<file path="src/rtl/pipeline_ctrl.sv">
// rtl/pipeline_ctrl.sv - pipeline sequencer: run/drain/halt, stage enables, cycle/stall counters (optional PIPELINE_CTRL_STEP_EN)
module pipeline_ctrl #(
    parameter int DRAIN_CYCLES = 3,
    parameter int CNT_W        = 32
) (
    input  logic             i_clk,
    input  logic             i_rst,
    input  logic             i_start,
    input  logic             i_hazard_detected,
    input  logic             i_flg_halt_ID,
    input  logic             i_step_mode,
    input  logic             i_step,
    output logic             o_pc_en,
    output logic             o_if_id_en,
    output logic             o_id_ex_bubble,
    output logic             o_stage_en,
    output logic             o_running,
    output logic             o_halted,
    output logic [CNT_W-1:0] o_cycle_cnt,
    output logic [CNT_W-1:0] o_stall_cnt
);

    localparam logic [1:0] S_IDLE   = 2'd0;
    localparam logic [1:0] S_RUN    = 2'd1;
    localparam logic [1:0] S_DRAIN  = 2'd2;
    localparam logic [1:0] S_HALTED = 2'd3;

    localparam logic [3:0]       DRAIN_INIT = 4'(DRAIN_CYCLES);
    localparam logic [CNT_W-1:0] CNT_ONE    = CNT_W'(1);

    logic [1:0]       r_state;
    logic [3:0]       r_drain_cnt;
    logic [CNT_W-1:0] r_cycle_cnt;
    logic [CNT_W-1:0] r_stall_cnt;
    logic             w_active;
    logic             w_tick;

    assign w_active = (r_state == S_RUN) || (r_state == S_DRAIN);

`ifdef PIPELINE_CTRL_STEP_EN
    logic r_step_prev;
    logic w_step_pulse;

    // Remember last step level so a held step produces only one tick
    always_ff @(posedge i_clk or posedge i_rst) begin
        if (i_rst) r_step_prev <= 1'b0;
        else       r_step_prev <= i_step;
    end

    assign w_step_pulse = i_step & ~r_step_prev;
    assign w_tick       = w_active & (i_step_mode ? w_step_pulse : 1'b1);
`else
    logic w_unused_step;
    assign w_unused_step = i_step_mode | i_step;
    assign w_tick        = w_active;
`endif

    // Stage enables follow the current state and this cycle's tick
    always_comb begin
        o_pc_en        = 1'b0;
        o_if_id_en     = 1'b0;
        o_id_ex_bubble = 1'b0;
        o_stage_en     = 1'b0;
        if (r_state == S_RUN && w_tick) begin
            o_stage_en = 1'b1;
            if (i_flg_halt_ID || i_hazard_detected) begin
                o_id_ex_bubble = 1'b1;
            end else begin
                o_pc_en    = 1'b1;
                o_if_id_en = 1'b1;
            end
        end else if (r_state == S_DRAIN) begin
            o_id_ex_bubble = 1'b1;
            o_stage_en     = w_tick;
        end
    end

    // Sequencing and drain countdown; halt wins over hazard
    always_ff @(posedge i_clk or posedge i_rst) begin
        if (i_rst) begin
            r_state     <= S_IDLE;
            r_drain_cnt <= 4'd0;
            r_stall_cnt <= '0;
        end else begin
            case (r_state)
                S_IDLE: begin
                    if (i_start) r_state <= S_RUN;
                end
                S_RUN: begin
                    if (w_tick) begin
                        if (i_flg_halt_ID) begin
                            r_drain_cnt <= DRAIN_INIT;
                            r_state     <= S_DRAIN;
                        end else if (i_hazard_detected && r_stall_cnt != '1) begin
                            r_stall_cnt <= r_stall_cnt + CNT_ONE;
                        end
                    end
                end
                S_DRAIN: begin
                    if (w_tick) begin
                        if (r_drain_cnt == 4'd1) begin
                            r_drain_cnt <= 4'd0;
                            r_state     <= S_HALTED;
                        end else begin
                            r_drain_cnt <= r_drain_cnt - 4'd1;
                        end
                    end
                end
                default: r_state <= S_HALTED;
            endcase
        end
    end

    // Saturating count of executed ticks
    always_ff @(posedge i_clk or posedge i_rst) begin
        if (i_rst)                            r_cycle_cnt <= '0;
        else if (w_tick && r_cycle_cnt != '1) r_cycle_cnt <= r_cycle_cnt + CNT_ONE;
    end

    assign o_running   = w_active;
    assign o_halted    = (r_state == S_HALTED);
    assign o_cycle_cnt = r_cycle_cnt;
    assign o_stall_cnt = r_stall_cnt;

endmodule

</file>
<file path="config.mk">
export PLATFORM = sky130hd
export DESIGN_NAME = pipeline_ctrl
export DESIGN_NICKNAME = d
export VERILOG_FILES = /design/src/rtl/pipeline_ctrl.sv
export SDC_FILE = /design/constraint.sdc
export NUM_CORES = 1
export LEC_CHECK = 0
export BUFFER_PORTS_ARGS = -buffer_cell sky130_fd_sc_hd__buf_4
export CAP_MARGIN = 25
export CORE_ASPECT_RATIO = 0.5
export CORE_MARGIN = 2
export CORE_UTILIZATION = 40
export CTS_CLUSTER_SIZE = 28
export DETAILED_ROUTE_END_ITERATION = 6
export PLACE_DENSITY_LB_ADDON = 0.1
export SLEW_MARGIN = 15
export SYNTH_ARGS = -nofsm -noshare
export SYNTH_HDL_FRONTEND = slang
export SYNTH_SLANG_ARGS = --single-unit
</file>
<file path="constraint.sdc">
create_clock -name i_clk -period 2.6 [get_ports i_clk]
set_clock_uncertainty 0.15 [all_clocks]
set_input_delay 0.26 -clock i_clk [delete_from_list [all_inputs] [get_ports i_clk]]
set_output_delay 0.26 -clock i_clk [all_outputs]
set_load 0.02 [all_outputs]
</file>
==> results_dict.tcl, run 1 <==
set metrics [dict create \
    dpl_worst_slack_ns 0.125 \
    antenna_fix_cells 0 \
    crit_arrival_ns 2.46 \
    cts_buffers 9 \
    synth-edff-count 0 \
    synth-async-reset-ratio_pct 100 \
    fin_cells 572 \
    vias_per_cell 5.23 \
    area_delta_synth_final_pct 31.1 \
    crit_path_max_fanout 6 \
    antenna_violations_before_repair 0 \
    ir_worst_vdd_mv 0.524 \
    synth.yosys.seq_area_share_pct 47.7 \
    ctsHtreeMaxLevel 3 \
    syn_area_mm2 0.00367 \
    design.core.area_mm2 0.00880 \
    floorplan.io_pins 77 \
    post_synth_num_cell_types 50 \
    place.port_buffers 74 \
    critical_path.endpoint_type "flip-flop" \
    dieHeight_um 71.8 \
    globalRouteOverflowTotal 0 \
    cts_post_setup_buffers_inserted 0 \
    synth_nets 379 \
    clock_sinks 70 \
    dominantRegCellSynth "sky130_fd_sc_hd__dfrtp_1" \
    fill_cell_total_of_the_finished_layout 792 \
    hold_class "input pin to flip-flop" \
    setup.worst_path.class "flip-flop to flip-flop" \
    worstMarginPinSlew_ns 0.502 \
    leakage_nw 2.32 \
    ys_top_cells_by_count "sky130_fd_sc_hd__dfrtp_1 (70), sky130_fd_sc_hd__xor2_1 (34), sky130_fd_sc_hd__nand2_1 (31), sky130_fd_sc_hd__nor3_1 (30), sky130_fd_sc_hd__nor2_1 (26)" \
    final_min_period_over_clock_period_pct 92.0 \
    floorplan.die_area_mm2 0.0100 \
    required_ns 2.67 \
    fin_worst_setup_slack_ns 0.207 \
    cts_root_buffer "sky130_fd_sc_hd__clkbuf_16" \
    drive_above_1_share_pct 25.9 \
    multi_input_comb_area_mm2 0.00184 \
    cts_tree "built" \
    clk_transition_reported_paths_ns 0.06 \
    synthesis.yosys.warnings 0 \
    detailedRoute.firstIterationViolations 147 \
    placedCellCount 555 \
    crit_path_start_kind "flip-flop" \
    outcome "finished clean" \
    max-cap-violations 0 \
    ctsLongestPathBuffers 2 \
    initial_core_util_pct 41.8 \
    drcViolationCount 0 \
    detail_route.first_pass.iterations 4 \
    std_cell_rows 24 \
    routed_wl_um 8430 \
    insertion_delay_ns 0.33 \
    post_synth_inst_count 362 \
    setup_violations 0 \
    grt_use_total_pct 17.9 \
    synthMostInstantiatedCell "sky130_fd_sc_hd__dfrtp_1" \
    synth_top_cells_by_area "sky130_fd_sc_hd__dfrtp_1 (48%), sky130_fd_sc_hd__xor2_1 (8.1%), sky130_fd_sc_hd__xnor2_1 (5.2%)" \
    maxSlewHeadroom_pct 66.4 \
    timing_hold_violations_final 0 \
    drv_slew 0 \
    cell_pwr_density_mw_per_mm2 624 \
    synth_top_cell_area_share_pct 47.7 \
    number_of_global_route_vias_before_repair 2953 \
    antenna_violating_nets_post_route 0 \
    seqCellArea_mm2 0.00175 \
    global_placement_routability_congestion 0.823 \
    fmaxAchievable_mhz 418 \
    num_vias 2993 \
    ys_ff_latch 70 \
    fin_crit_ns 2.39 \
    synth_top_area_cell "sky130_fd_sc_hd__dfrtp_1" \
    synthesis.area_per_instance_um2 10.1 \
    routed_wire_length_per_instance_um 14.7 \
    grt_max_degree 71 \
    nNetsFinal 467 \
    place_hpwl_um 6000 \
    dieWidth_um 140 \
    wire_length_of_the_first_global_routing_pass_um 14300 \
]
## layout by cell type, fill, tap and decap left out, types with 7 or more instances in the layout
cell and n:
sky130_fd_sc_hd__clkbuf_16 9, sky130_fd_sc_hd__xnor2_1 22, sky130_fd_sc_hd__dfrtp_1 70, sky130_fd_sc_hd__nor3_1 30, sky130_fd_sc_hd__nor2_1 26, sky130_fd_sc_hd__nand3_1 24
sky130_fd_sc_hd__xor2_1 34, sky130_fd_sc_hd__nand4_1 18, sky130_fd_sc_hd__buf_4 81, sky130_fd_sc_hd__a21oi_1 7, sky130_fd_sc_hd__ha_1 9, sky130_fd_sc_hd__inv_1 15
sky130_fd_sc_hd__nand2_1 31, sky130_fd_sc_hd__nor4_1 7
## power breakdown
group	switching (W)	internal, W	leakage, nW
combinational	0.000142	0.000118	1.20
clock	0.000455	0.00109	0.186
sequential	0.0000636	0.00114	0.940
total	0.000661	0.00235	2.32
## metrics by stage
step / hold slack [ns] / utilization, % / total power, W / setup TNS (ns) / instance area (um^2)
final: 0.0789 / 54.7 / 0.00301 / 0 / 4820
after global routing: 0.0969 / 54.7 / 0.00314 / -0.00608 / 4820
after CTS: 0.0700 / 54.7 / 0.00305 / 0 / 4810
after detailed placement: 0.236 / 50.2 / 0.00149 / 0 / 4420
after global placement: 0.228 / 50.2 / 0.00147 / 0 / 4420
after floorplan: 0.271 / - / 0.00139 / 0 / 3670
## final cells by class
type	count	share of cell area, %
timing repair buffer	83	13.2
sequential	70	36.4
clock buffer	11	5.25
multi-input combinational	270	38.2
clock inverter	5	2.68
tap	117	3.04
inverter	16	1.25
## final timing paths
path                                      start              end  slack [ns]  cells after the start
worst max-delay path                 r_state[0]  o_stall_cnt[28]        0.21                      7
worst min-delay path              i_flg_halt_ID   r_drain_cnt[3]        0.08                      3
worst max register to register       r_state[0]  o_stall_cnt[28]        0.21                      7
worst min register to register  o_cycle_cnt[31]  o_cycle_cnt[31]        0.35                      1
max in group asynchronous                 i_rst   o_cycle_cnt[8]        1.59                      4
min in group asynchronous                 i_rst  o_stall_cnt[18]        0.42                      4
## state kept, by name (all words and copies together), names as in the netlist
register	flops
o_stall_cnt	32
r_drain_cnt	4
r_state	2
o_cycle_cnt	32
## logic make-up (layout without fill, tap and decap cells)
kind of cell / Yosys count / after routing / synth area share, %
AND/OR/NAND/NOR: 173 / 173 / 26.3
flip-flops: 70 / 70 / 47.7
XOR/XNOR: 56 / 56 / 13.4
AO/OA/AOI/OAI: 24 / 24 / 4.73
buffers and inverters: 22 / 115 / 2.49
adder cells (fa/ha/maj): 10 / 10 / 3.41
multiplexers: 7 / 7 / 2.04
## metal layers
metal  track usage, %  vias up  part of all wire (%)
met5                0        -                     0
met4             4.15        0                  0.75
met3             5.75        9                   5.5
met2             30.2       71                    47
met1             22.9     1451                    47
li1                 -     1462                     -
## what timing repair did
action / 4_1_cts / 5_1_grt
endpoints found under the setup margin: 0 / 2
hold buffers: 1 / 0
hold endpoints to repair: 70 / 0
gates resized for setup: 0 / 2
## critical path, stage by stage, from the launching register on
cell and delay (ns):
sky130_fd_sc_hd__dfrtp_1 0.42, sky130_fd_sc_hd__inv_1 0.11, sky130_fd_sc_hd__ha_2 0.42, sky130_fd_sc_hd__nand4b_1 0.17
sky130_fd_sc_hd__nor4_2 0.25, sky130_fd_sc_hd__nand4_1 0.20, sky130_fd_sc_hd__nor3_1 0.21, sky130_fd_sc_hd__mux2_2 0.36
Note: power is estimated with default switching activity, not from simulation.
==> run 2: changes to the inputs <==
--- a/config.mk
+++ b/config.mk
@@ -5,10 +5,10 @@
 export SDC_FILE = /design/constraint.sdc
 export NUM_CORES = 1
 export LEC_CHECK = 0
-export BUFFER_PORTS_ARGS = -buffer_cell sky130_fd_sc_hd__buf_4
+export BUFFER_PORTS_ARGS = -buffer_cell sky130_fd_sc_hd__clkbuf_2
 export CAP_MARGIN = 25
 export CORE_ASPECT_RATIO = 0.5
-export CORE_MARGIN = 2
+export CORE_MARGIN = 8
 export CORE_UTILIZATION = 40
 export CTS_CLUSTER_SIZE = 28
 export DETAILED_ROUTE_END_ITERATION = 6
==> run 2 against run 1 <==
  * Maximum frequency is 0.61% lower
  * Final area shrank 3.7%
  * Clock power about the same
  * Total power decreased by 0.54%
  * Register-to-register slack barely moved
  * Die area grew 27%
  * Flip-flop and latch count did not move
  * Via count shrank 0.17%
  * First-iteration DRC count rose by 13%
  * Clock-buffer cell count unchanged
  * Critical path depth unchanged
  * Worst hold slack better by 0.052 ns
==> results_dict.tcl, run 2 (same netlist as run 1, synthesis figures left out) <==
set metrics [dict create \
    design.core.area_mm2 0.00883 \
    post-route-cell-area_mm2 0.00464 \
    antenna_fix_cells 0 \
    setup.worst_path.class "flip-flop to flip-flop" \
    cts_post_setup_buffers_inserted 0 \
    clock_sinks 70 \
    critical_path.n_buffers_inverters 1 \
    initial_core_util_pct 41.6 \
    fin_cells 574 \
    setup_violations 0 \
    antenna_violating_nets_post_route 0 \
    place_hpwl_um 6550 \
    outcome "finished clean" \
    worstMarginPinSlew_ns 0.711 \
    antenna_violations_before_repair 0 \
    global_placement_routability_congestion 0.783 \
    crit_path_cell_trace "inv_1 -> ha_1 -> nand4b_1 -> nor4_1 -> nand4_1 -> nor3_1 -> mux2_2" \
    fin_setup_tns_ns 0 \
    nNetsFinal 469 \
    globalRouteOverflowTotal 0 \
    detailedRoute.firstIterationViolations 166 \
    drv_slew 0 \
    cell_pwr_density_mw_per_mm2 645 \
    num_vias 2988 \
    grt_setup_unrepaired "no" \
    insertion_delay_ns 0.33 \
    maxSlewHeadroom_pct 52.5 \
    dieWidth_um 152 \
    critical_path.endpoint_type "flip-flop" \
    ctsHtreeMaxLevel 3 \
    crit_arrival_ns 2.48 \
    cts_buffers 9 \
    clk_transition_reported_paths_ns 0.06 \
    std_cell_rows 24 \
    place.port_buffers 74 \
    reg2reg_to "o_stall_cnt[28]" \
    hold_end "r_drain_cnt[3]" \
    routed_wire_length_per_instance_um 15.4 \
    max-cap-violations 0 \
    final.hold.worst_slack_ns 0.131 \
    regToRegSetupSlack_ns 0.19 \
    layout_common_cells "sky130_fd_sc_hd__clkbuf_2 (74), sky130_fd_sc_hd__dfrtp_1 (70), sky130_fd_sc_hd__xor2_1 (34)" \
    wire_length_of_the_first_global_routing_pass_um 15100 \
    worst-r2r-cell-count 7 \
    drcViolationCount 0 \
    ir_worst_vdd_mv 0.357 \
    fmaxAchievable_mhz 415 \
    number_of_global_route_vias_before_repair 2971 \
    cts_repair_resize_count 0 \
    timing.critical_path.slowest_stage_cell "sky130_fd_sc_hd__ha_1" \
    hold-path-cell-count 3 \
    routed_wl_um 8840 \
    placedCellCount 557 \
    r2r-start "r_state[0]" \
    crit_path_max_fanout 6 \
    grt_max_degree 39 \
    most_common_cell_after_layout_fill_and_taps_aside "sky130_fd_sc_hd__clkbuf_2" \
    crit_path_start_kind "flip-flop" \
    crit_path_max_incr_delay_ns 0.45 \
    required_ns 2.67 \
    detail_route.first_pass.iterations 4 \
    leakage_nw 2.28 \
    cts_root_buffer "sky130_fd_sc_hd__clkbuf_16" \
    totalPowerFinal_w 0.00299 \
    dieHeight_um 83.8 \
    grt_use_total_pct 14.7 \
    ctsLongestPathBuffers 2 \
    timing_hold_violations_final 0 \
    detailed_place.area_mm2 0.00425 \
    vias_per_cell 5.21 \
    area_delta_synth_final_pct 26.3 \
    drive_above_1_share_pct 25.8 \
    final_min_period_over_clock_period_pct 92.6 \
    cts_tree "built" \
    fin_crit_ns 2.41 \
    min_from "i_flg_halt_ID" \
    floorplan.die_area_mm2 0.0127 \
    floorplan.io_pins 77 \
    critical-path-top-delay-family "simple AND/OR/NAND/NOR gates" \
    hold_class "input pin to flip-flop" \
]
## run 2: cell count changes in the layout (fill, tap and decap cells not counted)
cell	change
sky130_fd_sc_hd__nor4_2	-1
sky130_fd_sc_hd__buf_4	-72
sky130_fd_sc_hd__clkbuf_2	+74
sky130_fd_sc_hd__ha_2	-1
sky130_fd_sc_hd__nor4_1	+1
sky130_fd_sc_hd__ha_1	+1
## run 2: final cells by class
class,instances,area [um^2]
fill,836,4190
multi-input combinational,270,1830
sequential,70,1750
timing repair buffer,85,468
clock buffer,11,253
tap,117,146
clock inverter,5,129
inverter,16,60.1
## run 2: power breakdown
| part | switching [W] | total (W) | internal (W) |
|---|---|---|---|
| Sequential | 0.0000621 | 0.00120 | 0.00114 |
| Clock | 0.000456 | 0.00154 | 0.00109 |
| Combinational | 0.000143 | 0.000245 | 0.000102 |
| Total | 0.000661 | 0.00299 | 0.00233 |
## run 2: metrics by stage
step                      util, %  setup WS, ns
after floorplan                 -         0.204
after global placement       48.1         0.235
after detailed placement     48.1         0.160
after CTS                    52.5         0.140
after global routing         52.5       0.00197
final                        52.5         0.193
## run 2: worst max path at each step
stage | cells after the start | slack [ns] | endpoint | startpoint
2_1_floorplan | 7 | 0.20 | o_stall_cnt[28] | r_state[0]
3_5_place_dp | 7 | 0.16 | o_stall_cnt[1] | r_state[0]
4_1_cts | 7 | 0.14 | o_stall_cnt[1] | r_state[0]
6_report | 7 | 0.19 | o_stall_cnt[28] | r_state[0]
5_1_grt | 8 | 0.002 | o_stall_cnt[24] | r_state[0]
3_3_place_gp | 7 | 0.23 | o_stall_cnt[1] | r_state[0]
## run 2: per-layer routing
layer  up-vias  wire length [um]  GRT usage (%)
met3        10               479           5.52
met4         0                94           3.80
met1      1449              4230           19.2
li1       1474                 -              -
met2        55              4030           22.5
met5         -                 0              0
## run 2: timing repair
| item | 4_1_cts | 5_1_grt |
|---|---|---|
| setup endpoints to repair | 0 | 0 |
| hold buffers | 1 | 0 |
| endpoints found under the hold margin | 32 | 0 |
## run 2: worst register-to-register path, cell delays in order (launching register included)
cell and delay (ns):
sky130_fd_sc_hd__dfrtp_1 0.43, sky130_fd_sc_hd__inv_1 0.11, sky130_fd_sc_hd__ha_1 0.45, sky130_fd_sc_hd__nand4b_1 0.18, sky130_fd_sc_hd__nor4_1 0.26, sky130_fd_sc_hd__nand4_1 0.15
sky130_fd_sc_hd__nor3_1 0.20, sky130_fd_sc_hd__mux2_2 0.36
